## config.mk

```make
export PLATFORM = sky130hd
export DESIGN_NAME = control_unit
export DESIGN_NICKNAME = d
export VERILOG_FILES = /design/src/rtl/mini_src_pkg.sv /design/src/rtl/control_unit_instr_decoder.sv /design/src/rtl/control_unit.sv
export SDC_FILE = /design/constraint.sdc
export NUM_CORES = 1
export LEC_CHECK = 0
export CAP_MARGIN = 20
export CORE_ASPECT_RATIO = 1.2
export CORE_MARGIN = 5
export CORE_UTILIZATION = 60
export CTS_BUF_LIST = sky130_fd_sc_hd__clkbuf_16
export DETAILED_ROUTE_END_ITERATION = 16
export DONT_BUFFER_PORTS = 1
export HOLD_SLACK_MARGIN = 0.1
export PLACE_DENSITY = 0.76
export SYNTH_ARGS = -nofsm -noshare
export SYNTH_HDL_FRONTEND = slang
export SYNTH_SLANG_ARGS = --single-unit
```

## constraint.sdc

```tcl
create_clock -name clk -period 3 [get_ports clk]
set_clock_uncertainty 0.2 [all_clocks]
set_input_delay 0.6 -clock clk [delete_from_list [all_inputs] [get_ports clk]]
set_output_delay 0.6 -clock clk [all_outputs]
set_load 0.01 [all_outputs]
```

## src/rtl/mini_src_pkg.sv

```systemverilog
// Shared constants for the Mini SRC control unit: opcodes, sequencer states,
// instruction classes and the bundled control-word layout.
package mini_src_pkg;

  localparam logic [4:0] OP_LD   = 5'b00000;
  localparam logic [4:0] OP_LDI  = 5'b00001;
  localparam logic [4:0] OP_ST   = 5'b00010;
  localparam logic [4:0] OP_ADD  = 5'b00011;
  localparam logic [4:0] OP_SUB  = 5'b00100;
  localparam logic [4:0] OP_AND  = 5'b00101;
  localparam logic [4:0] OP_OR   = 5'b00110;
  localparam logic [4:0] OP_ROR  = 5'b00111;
  localparam logic [4:0] OP_ROL  = 5'b01000;
  localparam logic [4:0] OP_SHR  = 5'b01001;
  localparam logic [4:0] OP_SHRA = 5'b01010;
  localparam logic [4:0] OP_SHL  = 5'b01011;
  localparam logic [4:0] OP_ADDI = 5'b01100;
  localparam logic [4:0] OP_ANDI = 5'b01101;
  localparam logic [4:0] OP_ORI  = 5'b01110;
  localparam logic [4:0] OP_DIV  = 5'b01111;
  localparam logic [4:0] OP_MUL  = 5'b10000;
  localparam logic [4:0] OP_NEG  = 5'b10001;
  localparam logic [4:0] OP_NOT  = 5'b10010;
  localparam logic [4:0] OP_BR   = 5'b10011;
  localparam logic [4:0] OP_JR   = 5'b10100;
  localparam logic [4:0] OP_JAL  = 5'b10101;
  localparam logic [4:0] OP_IN   = 5'b10110;
  localparam logic [4:0] OP_OUT  = 5'b10111;
  localparam logic [4:0] OP_MFHI = 5'b11000;
  localparam logic [4:0] OP_MFLO = 5'b11001;
  localparam logic [4:0] OP_NOP  = 5'b11010;
  localparam logic [4:0] OP_HALT = 5'b11011;

  typedef enum logic [3:0] {
    S_RESET, S_T0, S_T1, S_T2, S_T3, S_T4, S_T5, S_T6, S_T7, S_HALT
  } state_t;

  typedef enum logic [3:0] {
    C_ALU3, C_ALUI, C_MULDIV, C_UNARY, C_LD, C_LDI, C_ST, C_BR,
    C_JR, C_JAL, C_IO, C_MFHILO, C_NOP, C_HALT
  } iclass_t;

  typedef struct packed {
    logic gra, grb, grc, rin, rout, baout, r15in;
    logic pcout, pcin, incpc, marin, mdrin, mdrout, irin;
    logic yin, zin, zhiout, zloout, hiin, hiout, loin, loout, cout;
    logic inportout, outportin, conin, read, write;
  } ctrl_t;

  function automatic logic [2:0] t_index(input state_t s);
    logic [2:0] idx;
    idx = 3'd0;
    case (s)
      S_T1:    idx = 3'd1;
      S_T2:    idx = 3'd2;
      S_T3:    idx = 3'd3;
      S_T4:    idx = 3'd4;
      S_T5:    idx = 3'd5;
      S_T6:    idx = 3'd6;
      S_T7:    idx = 3'd7;
      default: idx = 3'd0;
    endcase
    return idx;
  endfunction

endpackage

```

## src/rtl/control_unit_instr_decoder.sv

```systemverilog
// Combinational opcode decode: instruction class and the T-index of the
// final execute step for that class.
module instr_decoder
  import mini_src_pkg::*;
(
  input  logic [4:0] opcode_i,
  output iclass_t    iclass_o,
  output logic [2:0] last_step_o
);

  always_comb begin
    iclass_o    = C_NOP;
    last_step_o = 3'd3;
    unique case (opcode_i)
      OP_ADD, OP_SUB, OP_AND, OP_OR, OP_ROR, OP_ROL, OP_SHR, OP_SHRA, OP_SHL: begin
        iclass_o    = C_ALU3;
        last_step_o = 3'd5;
      end
      OP_ADDI, OP_ANDI, OP_ORI: begin
        iclass_o    = C_ALUI;
        last_step_o = 3'd5;
      end
      OP_MUL, OP_DIV: begin
        iclass_o    = C_MULDIV;
        last_step_o = 3'd6;
      end
      OP_NEG, OP_NOT: begin
        iclass_o    = C_UNARY;
        last_step_o = 3'd4;
      end
      OP_LD: begin
        iclass_o    = C_LD;
        last_step_o = 3'd7;
      end
      OP_LDI: begin
        iclass_o    = C_LDI;
        last_step_o = 3'd5;
      end
      OP_ST: begin
        iclass_o    = C_ST;
        last_step_o = 3'd7;
      end
      OP_BR: begin
        iclass_o    = C_BR;
        last_step_o = 3'd6;
      end
      OP_JR:            iclass_o = C_JR;
      OP_JAL: begin
        iclass_o    = C_JAL;
        last_step_o = 3'd4;
      end
      OP_IN, OP_OUT:    iclass_o = C_IO;
      OP_MFHI, OP_MFLO: iclass_o = C_MFHILO;
      OP_HALT:          iclass_o = C_HALT;
      default:          iclass_o = C_NOP;
    endcase
  end

endmodule

```

## src/rtl/control_unit.sv

```systemverilog
// Hardwired T-step sequencer for Mini SRC: fetch T0-T2, execute T3-T7,
// with RESET and HALT states and Moore control decode.
module control_unit
  import mini_src_pkg::*;
(
  input  logic        clk,
  input  logic        reset,
  input  logic        stop,
  input  logic [31:0] IR,
  input  logic        con_ff,
  output logic        Gra,
  output logic        Grb,
  output logic        Grc,
  output logic        Rin,
  output logic        Rout,
  output logic        BAout,
  output logic        R15in,
  output logic        PCout,
  output logic        PCin,
  output logic        IncPC,
  output logic        MARin,
  output logic        MDRin,
  output logic        MDRout,
  output logic        IRin,
  output logic        Yin,
  output logic        Zin,
  output logic        ZHIout,
  output logic        ZLOout,
  output logic        HIin,
  output logic        HIout,
  output logic        LOin,
  output logic        LOout,
  output logic        Cout,
  output logic        InPortout,
  output logic        OutPortin,
  output logic        CONin,
  output logic        Read,
  output logic        Write,
  output logic [4:0]  alu_op,
  output logic        run,
  output logic        clr
);

  state_t     state_q, state_d;
  iclass_t    iclass;
  logic [2:0] last_step;
  logic [2:0] step;
  logic [4:0] opcode;
  logic       at_last;
  state_t     end_state;
  ctrl_t      ctl;
  logic [4:0] alu_op_c;

  // Register fields are routed to the datapath directly; only the opcode is decoded here.
  logic unused_ir_fields;
  assign unused_ir_fields = ^IR[26:0];

  assign opcode = IR[31:27];
  assign step   = t_index(state_q);

  instr_decoder u_dec (
    .opcode_i    (opcode),
    .iclass_o    (iclass),
    .last_step_o (last_step)
  );

  assign at_last   = (step == last_step);
  assign end_state = (iclass == C_HALT || stop) ? S_HALT : S_T0;

  always_ff @(posedge clk) begin
    if (reset) state_q <= S_RESET;
    else       state_q <= state_d;
  end

  always_comb begin
    state_d = state_q;
    unique case (state_q)
      S_RESET: state_d = S_T0;
      S_T0:    state_d = S_T1;
      S_T1:    state_d = S_T2;
      S_T2:    state_d = S_T3;
      S_T3:    state_d = at_last ? end_state : S_T4;
      S_T4:    state_d = at_last ? end_state : S_T5;
      S_T5:    state_d = at_last ? end_state : S_T6;
      S_T6:    state_d = at_last ? end_state : S_T7;
      S_T7:    state_d = end_state;
      S_HALT:  state_d = S_HALT;
      default: state_d = S_RESET;
    endcase
  end

  always_comb begin
    ctl      = '0;
    alu_op_c = '0;
    unique case (state_q)
      S_T0: begin
        ctl.pcout = 1'b1; ctl.marin = 1'b1; ctl.incpc = 1'b1; ctl.zin = 1'b1;
      end
      S_T1: begin
        ctl.zloout = 1'b1; ctl.pcin = 1'b1; ctl.read = 1'b1; ctl.mdrin = 1'b1;
      end
      S_T2: begin
        ctl.mdrout = 1'b1; ctl.irin = 1'b1;
      end
      S_T3, S_T4, S_T5, S_T6, S_T7: begin
        unique case (iclass)
          C_ALU3, C_ALUI: begin
            case (step)
              3'd3: begin ctl.grb = 1'b1; ctl.rout = 1'b1; ctl.yin = 1'b1; end
              3'd4: begin
                if (iclass == C_ALU3) begin
                  ctl.grc  = 1'b1;
                  ctl.rout = 1'b1;
                end else begin
                  ctl.cout = 1'b1;
                end
                ctl.zin  = 1'b1;
                alu_op_c = opcode;
              end
              3'd5: begin ctl.zloout = 1'b1; ctl.gra = 1'b1; ctl.rin = 1'b1; end
              default: ;
            endcase
          end
          C_MULDIV: begin
            case (step)
              3'd3: begin ctl.gra = 1'b1; ctl.rout = 1'b1; ctl.yin = 1'b1; end
              3'd4: begin
                ctl.grb = 1'b1; ctl.rout = 1'b1; ctl.zin = 1'b1;
                alu_op_c = opcode;
              end
              3'd5: begin ctl.zloout = 1'b1; ctl.loin = 1'b1; end
              3'd6: begin ctl.zhiout = 1'b1; ctl.hiin = 1'b1; end
              default: ;
            endcase
          end
          C_UNARY: begin
            case (step)
              3'd3: begin
                ctl.grb = 1'b1; ctl.rout = 1'b1; ctl.zin = 1'b1;
                alu_op_c = opcode;
              end
              3'd4: begin ctl.zloout = 1'b1; ctl.gra = 1'b1; ctl.rin = 1'b1; end
              default: ;
            endcase
          end
          // ld, ldi and st share the base+offset address computation in T3-T4.
          C_LD, C_LDI, C_ST: begin
            case (step)
              3'd3: begin ctl.grb = 1'b1; ctl.baout = 1'b1; ctl.yin = 1'b1; end
              3'd4: begin
                ctl.cout = 1'b1; ctl.zin = 1'b1;
                alu_op_c = OP_ADD;
              end
              3'd5: begin
                ctl.zloout = 1'b1;
                if (iclass == C_LDI) begin
                  ctl.gra = 1'b1;
                  ctl.rin = 1'b1;
                end else begin
                  ctl.marin = 1'b1;
                end
              end
              3'd6: begin
                if (iclass == C_ST) begin
                  ctl.gra = 1'b1; ctl.rout = 1'b1; ctl.mdrin = 1'b1;
                end else begin
                  ctl.read = 1'b1; ctl.mdrin = 1'b1;
                end
              end
              3'd7: begin
                if (iclass == C_ST) begin
                  ctl.write = 1'b1;
                end else begin
                  ctl.mdrout = 1'b1; ctl.gra = 1'b1; ctl.rin = 1'b1;
                end
              end
              default: ;
            endcase
          end
          C_BR: begin
            case (step)
              3'd3: begin ctl.gra = 1'b1; ctl.rout = 1'b1; ctl.conin = 1'b1; end
              3'd4: begin ctl.pcout = 1'b1; ctl.yin = 1'b1; end
              3'd5: begin
                ctl.cout = 1'b1; ctl.zin = 1'b1;
                alu_op_c = OP_ADD;
              end
              3'd6: begin ctl.zloout = 1'b1; ctl.pcin = con_ff; end
              default: ;
            endcase
          end
          C_JR: begin
            if (step == 3'd3) begin
              ctl.gra = 1'b1; ctl.rout = 1'b1; ctl.pcin = 1'b1;
            end
          end
          C_JAL: begin
            case (step)
              3'd3: begin ctl.pcout = 1'b1; ctl.r15in = 1'b1; end
              3'd4: begin ctl.gra = 1'b1; ctl.rout = 1'b1; ctl.pcin = 1'b1; end
              default: ;
            endcase
          end
          // in/out and mfhi/mflo differ only in opcode bit 0.
          C_IO: begin
            if (step == 3'd3) begin
              ctl.gra = 1'b1;
              if (opcode[0]) begin
                ctl.rout = 1'b1; ctl.outportin = 1'b1;
              end else begin
                ctl.inportout = 1'b1; ctl.rin = 1'b1;
              end
            end
          end
          C_MFHILO: begin
            if (step == 3'd3) begin
              ctl.gra = 1'b1; ctl.rin = 1'b1;
              if (opcode[0]) ctl.loout = 1'b1;
              else           ctl.hiout = 1'b1;
            end
          end
          default: ;
        endcase
      end
      default: ;
    endcase
  end

  assign Gra       = ctl.gra;
  assign Grb       = ctl.grb;
  assign Grc       = ctl.grc;
  assign Rin       = ctl.rin;
  assign Rout      = ctl.rout;
  assign BAout     = ctl.baout;
  assign R15in     = ctl.r15in;
  assign PCout     = ctl.pcout;
  assign PCin      = ctl.pcin;
  assign IncPC     = ctl.incpc;
  assign MARin     = ctl.marin;
  assign MDRin     = ctl.mdrin;
  assign MDRout    = ctl.mdrout;
  assign IRin      = ctl.irin;
  assign Yin       = ctl.yin;
  assign Zin       = ctl.zin;
  assign ZHIout    = ctl.zhiout;
  assign ZLOout    = ctl.zloout;
  assign HIin      = ctl.hiin;
  assign HIout     = ctl.hiout;
  assign LOin      = ctl.loin;
  assign LOout     = ctl.loout;
  assign Cout      = ctl.cout;
  assign InPortout = ctl.inportout;
  assign OutPortin = ctl.outportin;
  assign CONin     = ctl.conin;
  assign Read      = ctl.read;
  assign Write     = ctl.write;
  assign alu_op    = alu_op_c;
  assign run       = (state_q != S_RESET) && (state_q != S_HALT);
  assign clr       = (state_q == S_RESET);

endmodule
```

==> results of run 1 <==
-- routing by layer --
metal / track usage (%) / vias up / wire (µm)
met5: 0 / - / 0
met4: 12.36 / 0 / 120
met3: 5.656 / 10 / 299
met2: 48.91 / 75 / 2022
met1: 30.00 / 680 / 1470
li1: - / 691 / -
-- cell families (layout without fill, tap and decap cells) --
logic type | count (synthesis) | count (layout) | share of synthesized area, %
xor gates and xnor gates | 2 | 2 | 1.529
AOI/OAI and AO/OA | 65 | 65 | 38.43
DFF | 4 | 4 | 6.987
buffers and inverters | 22 | 20 | 8.733
and+or+nand+nor | 93 | 93 | 44.32
-- cells in the final DEF (no fill, tap or decap), types with 6 or more instances in the layout --
| cell | netlist | layout |
|---|---|---|
| inv_1 | 6 | 6 |
| buf_4 | 1 | 11 |
| nand2_1 | 21 | 21 |
| o21ai_0 | 16 | 16 |
| nor3_1 | 6 | 6 |
| a21oi_1 | 13 | 13 |
| nand3_1 | 7 | 7 |
| nor2_1 | 19 | 19 |
-- how the worst min path moves through the flow --
stage / end / slack (ns) / cells after the start
after floorplan: state_q[3] / 0.50 / 1
after global placement: state_q[2] / 0.51 / 3
after detailed placement: state_q[0] / 0.51 / 1
after CTS: state_q[0] / 0.27 / 1
after global routing: state_q[0] / 0.27 / 1
final: state_q[0] / 0.27 / 1
-- layout make-up --
| type | count | share of cell area [%] |
|---|---|---|
| multi-input combinational | 160 | 77.28 |
| inverter | 6 | 1.802 |
| sequential | 4 | 6.406 |
| tap | 19 | 1.902 |
| timing repair buffer | 11 | 6.607 |
| clock buffer | 3 | 6.006 |
-- power groups by stage --
stage	registers (mW)	logic [mW]	clock network, mW
5_1_grt	0.0669	0.195	0.220
6_report	0.0658	0.177	0.211
4_1_cts	0.0656	0.175	0.213
3_3_place_gp	0.0651	0.169	0
3_5_place_dp	0.0658	0.172	0
2_1_floorplan	0.0616	0.151	0
-- worst max-delay path: cells and delay by family, from the launching register on --
family | cells | cell delay (ns)
compound gates | 2 | 0.35
simple gates | 2 | 1.04
flops | 1 | 0.44
==> results.cfg, run 1 <==
[run_status]
run_status = finished clean

[yosys]
yosys.area.top_type = dfxtp_1
ys_seq_elements = 4
synth_ff_type = dfxtp_1
synth.avg_cell_area_um2 = 6.162
syn-instance-count = 186
synth_top_area_share_pct = 6.987
yosysMostFrequentCell = nand2_1
ys_top_cells_by_area = dfxtp_1, o21ai_0, nand2_1, nor2_1, a21oi_1
yosysSeqAreaShare_pct = 6.987
synth_common_cells = nand2_1, nor2_1, o21ai_0
syn_nets = 222
ys_types = 55
synth_warnings = 0
async_flop_share_pct = 0
synth-edff-count = 0
synthesis.area_um2 = 1146

[cells_and_area]
multi_input_area_um2 = 965.9
fin_util_pct = 68.33
finalInstanceArea_um2 = 1250
largest_reg_flops = 4
nets = 222
largest-register = state_q
fillCellCount = 182
drive_above_1_share_pct = 10.87
instances_no_fill = 203
antenna_cells = 0
top_regs = state_q (4)
regArea_um2 = 80.08
area_growth_pct = 9.061

[placed_design]
port_buffers = 0
gp_congestion = 0.9595
dpl_cell_area_um2 = 1175
hpwl_mm = 2.861
dp_cells = 200
preCtsSetupSlack_ns = 0.2796

[grt]
grt_max_degree = 21
gr-total-overflow = 0
grt_pass1_vias = 1349
antenna_found_initial = 0
grt.total_usage_pct = 27.17
grt_pass1_wl_mm = 6.423

[pwr]
p_per_area_nw_per_um2 = 363.5
p_sw_mw = 0.1616
p_leak_nw = 0.4884
p_seq_share_pct = 14.5
p_clk_share_pct = 46.5
p_comb_share_pct = 39.0
switching_share_pct = 35.56
internal_power_mw = 0.2928
ir_drop_mv = 0.5403
total_power_mw = 0.4544

[timing]
drv_slew = 0
period_needed_ns = 2.867
period_share_pct = 95.56
max_slew_margin_pct = 65.75
max_freq_mhz = 348.8
rsz0062_at_grt = no
tns_ns = 0
hold_violations = 0
setup_violations = 0
setup_slack_ns = 0.1331
hold_slack_ns = 0.2727
worst_pin_slew_ns = 0.5091

[setup_path]
critPathMaxFanout = 17
ff2ff_setup_slack_ns = 0.69
path_class = flip-flop to output port
slowest_delay_ns = 0.71
cp_data_required_time_ns = 2.20
r2r-end = state_q[1]
slowest_stage = or4b_2
crit_end = Rout
r2r_cells = 5
path_cells = nand4bb_1 -> or4b_2 -> o211ai_1 -> a211o_1
cp-startpoint = state_q[3]
r2r-start = state_q[3]
arrival_ns = 2.07
end_kind = output port
cp-start-kind = flip-flop

[drt]
routed_wl_mm = 3.912
first_pass_iters = 4
via_per_inst = 7.172
first_iter_violations = 66
vias = 1456
wire_per_inst_um = 19.27
ant_nets = 0
drc = 0

[die]
dieArea_um2 = 2888
start_util_pct = 62.65
core_area_um2 = 1829
ios = 71
rows = 17
die_w_um = 49.90
fp.dieH_um = 57.88

[clocking]
cts_buffers = 3
clock_path_buffers = 2
clk_pin_slew_worst_paths_ns = 0.03
cts_setup_buffers = 0
postCtsHoldBufs = 0
h-tree-depth = 1
root_buffer = clkbuf_16
cts_tree = done
cts.repair.resized = 0
clkSinkCount = 4
clk_latency_ns = 0.23

[flow_run]
max-cap-violations = 0

[min_path]
worstHoldStart = reset
hp-class = primary input to flip-flop
No activity file was read; power rests on OpenSTA's default activity.
==> inputs of run 2 (changes only) <==
--- a/config.mk
+++ b/config.mk
@@ -12,6 +12,7 @@
 export CTS_BUF_LIST = sky130_fd_sc_hd__clkbuf_16
 export DETAILED_ROUTE_END_ITERATION = 16
 export DONT_BUFFER_PORTS = 1
+export GPL_TIMING_DRIVEN = 0
 export HOLD_SLACK_MARGIN = 0.1
 export PLACE_DENSITY = 0.76
 export SYNTH_ARGS = -nofsm -noshare
==> results.cfg, run 2 (synthesis results as in run 1) <==
[placed_design]
gp_congestion = 1.027
dp_cells = 205
preCtsSetupSlack_ns = 0.03345
hpwl_mm = 2.995
port_buffers = 0

[cells_and_area]
fillCellCount = 176
area_growth_pct = 10.15
drive_above_1_share_pct = 11.11
top_regs = state_q (4)
largest_reg_flops = 4
nets = 227
instances_no_fill = 208
final_common_cell = nand2_1
antenna_cells = 0
largest-register = state_q
final_cell_mix = nand2_1, nor2_1, o21ai_0
fin_util_pct = 69.02

[timing]
hold_violations = 0
max_freq_mhz = 342.4
max_slew_margin_pct = 65.36
setup_slack_ns = 0.07969
hold_slack_ns = 0.2890
period_needed_ns = 2.920
setup_violations = 0
period_share_pct = 97.34
tns_ns = 0
rsz0062_at_grt = no
worst_pin_slew_ns = 0.5149
drv_slew = 0

[grt]
gr-total-overflow = 0
grt_pass1_wl_mm = 6.306
grt_max_degree = 11
grt_pass1_vias = 1331
grt.total_usage_pct = 26.75
antenna_found_initial = 0

[run_status]
run_status = finished clean

[die]
core_area_um2 = 1829
ios = 71
rows = 17
start_util_pct = 62.65
die_w_um = 49.90
dieArea_um2 = 2888
fp.dieH_um = 57.88

[clocking]
clk_pin_slew_worst_paths_ns = 0.03
h-tree-depth = 1
postCtsHoldBufs = 0
root_buffer = clkbuf_16
clock_path_buffers = 2
cts_buffers = 3
clkSinkCount = 4
cts_tree = done
clk_latency_ns = 0.23
cts_setup_buffers = 0

[setup_path]
cp_top_family = simple AND/OR/NAND/NOR gates
path_buf_inv = 1
slowest_stage = or4b_2
r2r-start = state_q[0]
cp-start-kind = flip-flop
path_cells = buf_6 -> nand4bb_1 -> or4b_2 -> o211ai_1 -> a211o_1
end_kind = output port
arrival_ns = 2.12
path_class = flip-flop to output port
slowest_delay_ns = 0.75
cp_data_required_time_ns = 2.20
critPathMaxFanout = 10
cp-startpoint = state_q[1]

[drt]
wire_per_inst_um = 19.32
routed_wl_mm = 4.018
via_per_inst = 7.154
first_iter_violations = 88
ant_nets = 0
drc = 0
vias = 1488
first_pass_iters = 5

[flow_run]
max-cap-violations = 0

[pwr]
ir_drop_mv = 0.6190
p_per_area_nw_per_um2 = 368.8
p_leak_nw = 0.4837

[min_path]
hp-class = primary input to flip-flop
worstHoldStart = reset
## run 2: repair_timing
| action | 4_1_cts | 5_1_grt |
|---|---|---|
| endpoints found under the hold margin | 0 | 0 |
| endpoints found under the setup margin | 0 | 17 |
| gates resized for setup | 0 | 6 |
## run 2: layer usage
| metal | wire (µm) | vias up | part of all wire, % | GRT usage (%) |
|---|---|---|---|---|
| met5 | 0 | - | 0 | 0 |
| met1 | 1508 | 688 | 38 | 30.15 |
| met3 | 359 | 12 | 8.9 | 6.684 |
| met4 | 87 | 0 | 2.2 | 11.24 |
| met2 | 2062 | 87 | 51 | 47.09 |
| li1 | - | 701 | - | - |
## run 2: layout make-up
| cell class | count | area [µm²] | area share (%) |
|---|---|---|---|
| Buffer | 16 | 78.83 | 6.244 |
| Tap cell | 19 | 23.77 | 1.883 |
| Inverter | 6 | 22.52 | 1.784 |
| Multi-Input combinational cell | 160 | 982.2 | 77.80 |
| Sequential cell | 4 | 80.08 | 6.343 |
| Clock buffer | 3 | 75.07 | 5.946 |
## run 2: path summary, 6_finish.rpt
kind         slack, ns    endpoint  cells after the start
min               0.29  state_q[0]                      1
max reg2reg       0.78  state_q[1]                      6
min reg2reg       0.72  state_q[0]                      4
max               0.08        Rout                      5
## run 2: report_power, final
| group | switching [mW] | internal [mW] | total (mW) | leakage (nW) |
|---|---|---|---|---|
| Clock | 0.0380 | 0.170 | 0.208 | 0.0370 |
| Combinational | 0.134 | 0.0619 | 0.196 | 0.414 |
| Sequential | 0.00278 | 0.0587 | 0.0615 | 0.0329 |
## run 2: stage by stage
stage	cell area (µm²)	power [mW]
final	1262	0.4656
after global routing	1262	0.4912
after CTS	1245	0.4594
after detailed placement	1170	0.2485
after global placement	1170	0.2448
after floorplan	1146	0.2121
==> inputs of run 3 (changes only) <==
==> constraint.sdc (replaced) <==
create_clock -name clk -period 3.4 [get_ports clk]
set_clock_uncertainty 0.2 [all_clocks]
set_input_delay 0.68 -clock clk [delete_from_list [all_inputs] [get_ports clk]]
set_output_delay 0.68 -clock clk [all_outputs]
set_load 0.01 [all_outputs]
==> results.cfg, run 3 (synthesis results as in run 1) <==
[run_status]
run_status = finished clean

[setup_path]
r2r-start = state_q[0]
slowest_delay_ns = 0.34
r2r-end = state_q[1]
cp_data_required_time_ns = 2.52
end_kind = output port
path_buf_inv = 1
critPathMaxFanout = 10
cp_top_family = simple AND/OR/NAND/NOR gates
arrival_ns = 2.27
path_cells = clkbuf_1 -> nor2_1 -> o2bb2a_1 -> nor2b_1 -> o21ai_1 -> and3_1
cp-startpoint = IR[27]
ff2ff_setup_slack_ns = 1.18
path_class = primary input to output port
r2r_cells = 6
slowest_stage = o2bb2a_1
cp-start-kind = primary input

[die]
die_w_um = 49.90
ios = 71
fp.dieH_um = 57.88
dieArea_um2 = 2888
rows = 17
core_area_um2 = 1829
start_util_pct = 62.65

[placed_design]
port_buffers = 0
dpl_cell_area_um2 = 1170
hpwl_mm = 2.995
dp_cells = 205
preCtsSetupSlack_ns = 0.2734
gp_congestion = 1.027

[cells_and_area]
top_regs = state_q (4)
nets = 227
area_growth_pct = 8.624
largest-register = state_q
drive_above_1_share_pct = 8.466
instances_no_fill = 208
antenna_cells = 0
final_cell_mix = nand2_1, nor2_1, o21ai_0
largest_reg_flops = 4
finalInstanceArea_um2 = 1245
final_common_cell = nand2_1

[grt]
antenna_found_initial = 0
gr-total-overflow = 0
grt_max_degree = 11
grt_pass1_wl_mm = 6.306
grt_pass1_vias = 1331
grt.total_usage_pct = 26.75

[timing]
setup_slack_ns = 0.2461
setup_violations = 0
worst_pin_slew_ns = 0.7674
max_freq_mhz = 317.1
drv_slew = 0
period_needed_ns = 3.154
rsz0062_at_grt = no
max_slew_margin_pct = 48.45
tns_ns = 0
period_share_pct = 92.76
hold_violations = 0

[clocking]
cts_tree = done
cts.repair.resized = 0
clk_pin_slew_worst_paths_ns = 0.03
clkSinkCount = 4
root_buffer = clkbuf_16
clk_latency_ns = 0.23
h-tree-depth = 1
cts_setup_buffers = 0
clock_path_buffers = 2
postCtsHoldBufs = 0
cts_buffers = 3

[drt]
first_iter_violations = 80
first_pass_iters = 4
drc = 0
via_per_inst = 7.010
vias = 1458
wire_per_inst_um = 18.93
ant_nets = 0
routed_wl_mm = 3.937

[min_path]
worstHoldStart = reset
whs_endpoint = state_q[0]
min_path_cells = 1
hp-class = primary input to flip-flop

[pwr]
p_per_area_nw_per_um2 = 327.5
ir_drop_mv = 0.5630
p_leak_nw = 0.4751

[flow_run]
max-cap-violations = 0
[run 3: worst max path at each step]
stage          cells after the start   endpoint  slack [ns]
2_1_floorplan                      6  alu_op[2]        0.59
3_3_place_gp                       6  alu_op[3]        0.24
3_5_place_dp                       6  alu_op[3]        0.27
4_1_cts                            6  alu_op[3]        0.26
5_1_grt                            5       Rout        0.12
6_report                           6  alu_op[3]        0.25
[run 3: area by class of cell]
cell class | instances | area (µm²)
Clock buffer | 3 | 75.07
Fill cell | 174 | 584.3
Tap cell | 19 | 23.77
Multi-Input combinational cell | 160 | 965.9
Sequential cell | 4 | 80.08
Buffer | 16 | 77.57
Inverter | 6 | 22.52
[run 3: where the power goes]
| part | switching (mW) | internal (mW) | total (mW) |
|---|---|---|---|
| registers | 0.00243 | 0.0518 | 0.0543 |
| clock network | 0.0336 | 0.150 | 0.184 |
| logic | 0.116 | 0.0539 | 0.170 |
| total | 0.152 | 0.256 | 0.408 |
[run 3: through the flow]
stage | util [%] | hold slack [ns] | power (mW)
floorplan | - | 0.5763 | 0.1872
global placement | 63.95 | 0.5985 | 0.2160
global route | 68.06 | 0.3808 | 0.4311
finish | 68.06 | 0.3686 | 0.4078
CTS | 68.06 | 0.3709 | 0.4054
detailed placement | 63.95 | 0.5973 | 0.2192
[run 3: metal layers]
metal | GRT usage (%) | wire length, µm
met1 | 30.15 | 1466
met2 | 47.09 | 2015
met3 | 6.684 | 375
met4 | 11.24 | 80
met5 | 0 | 0
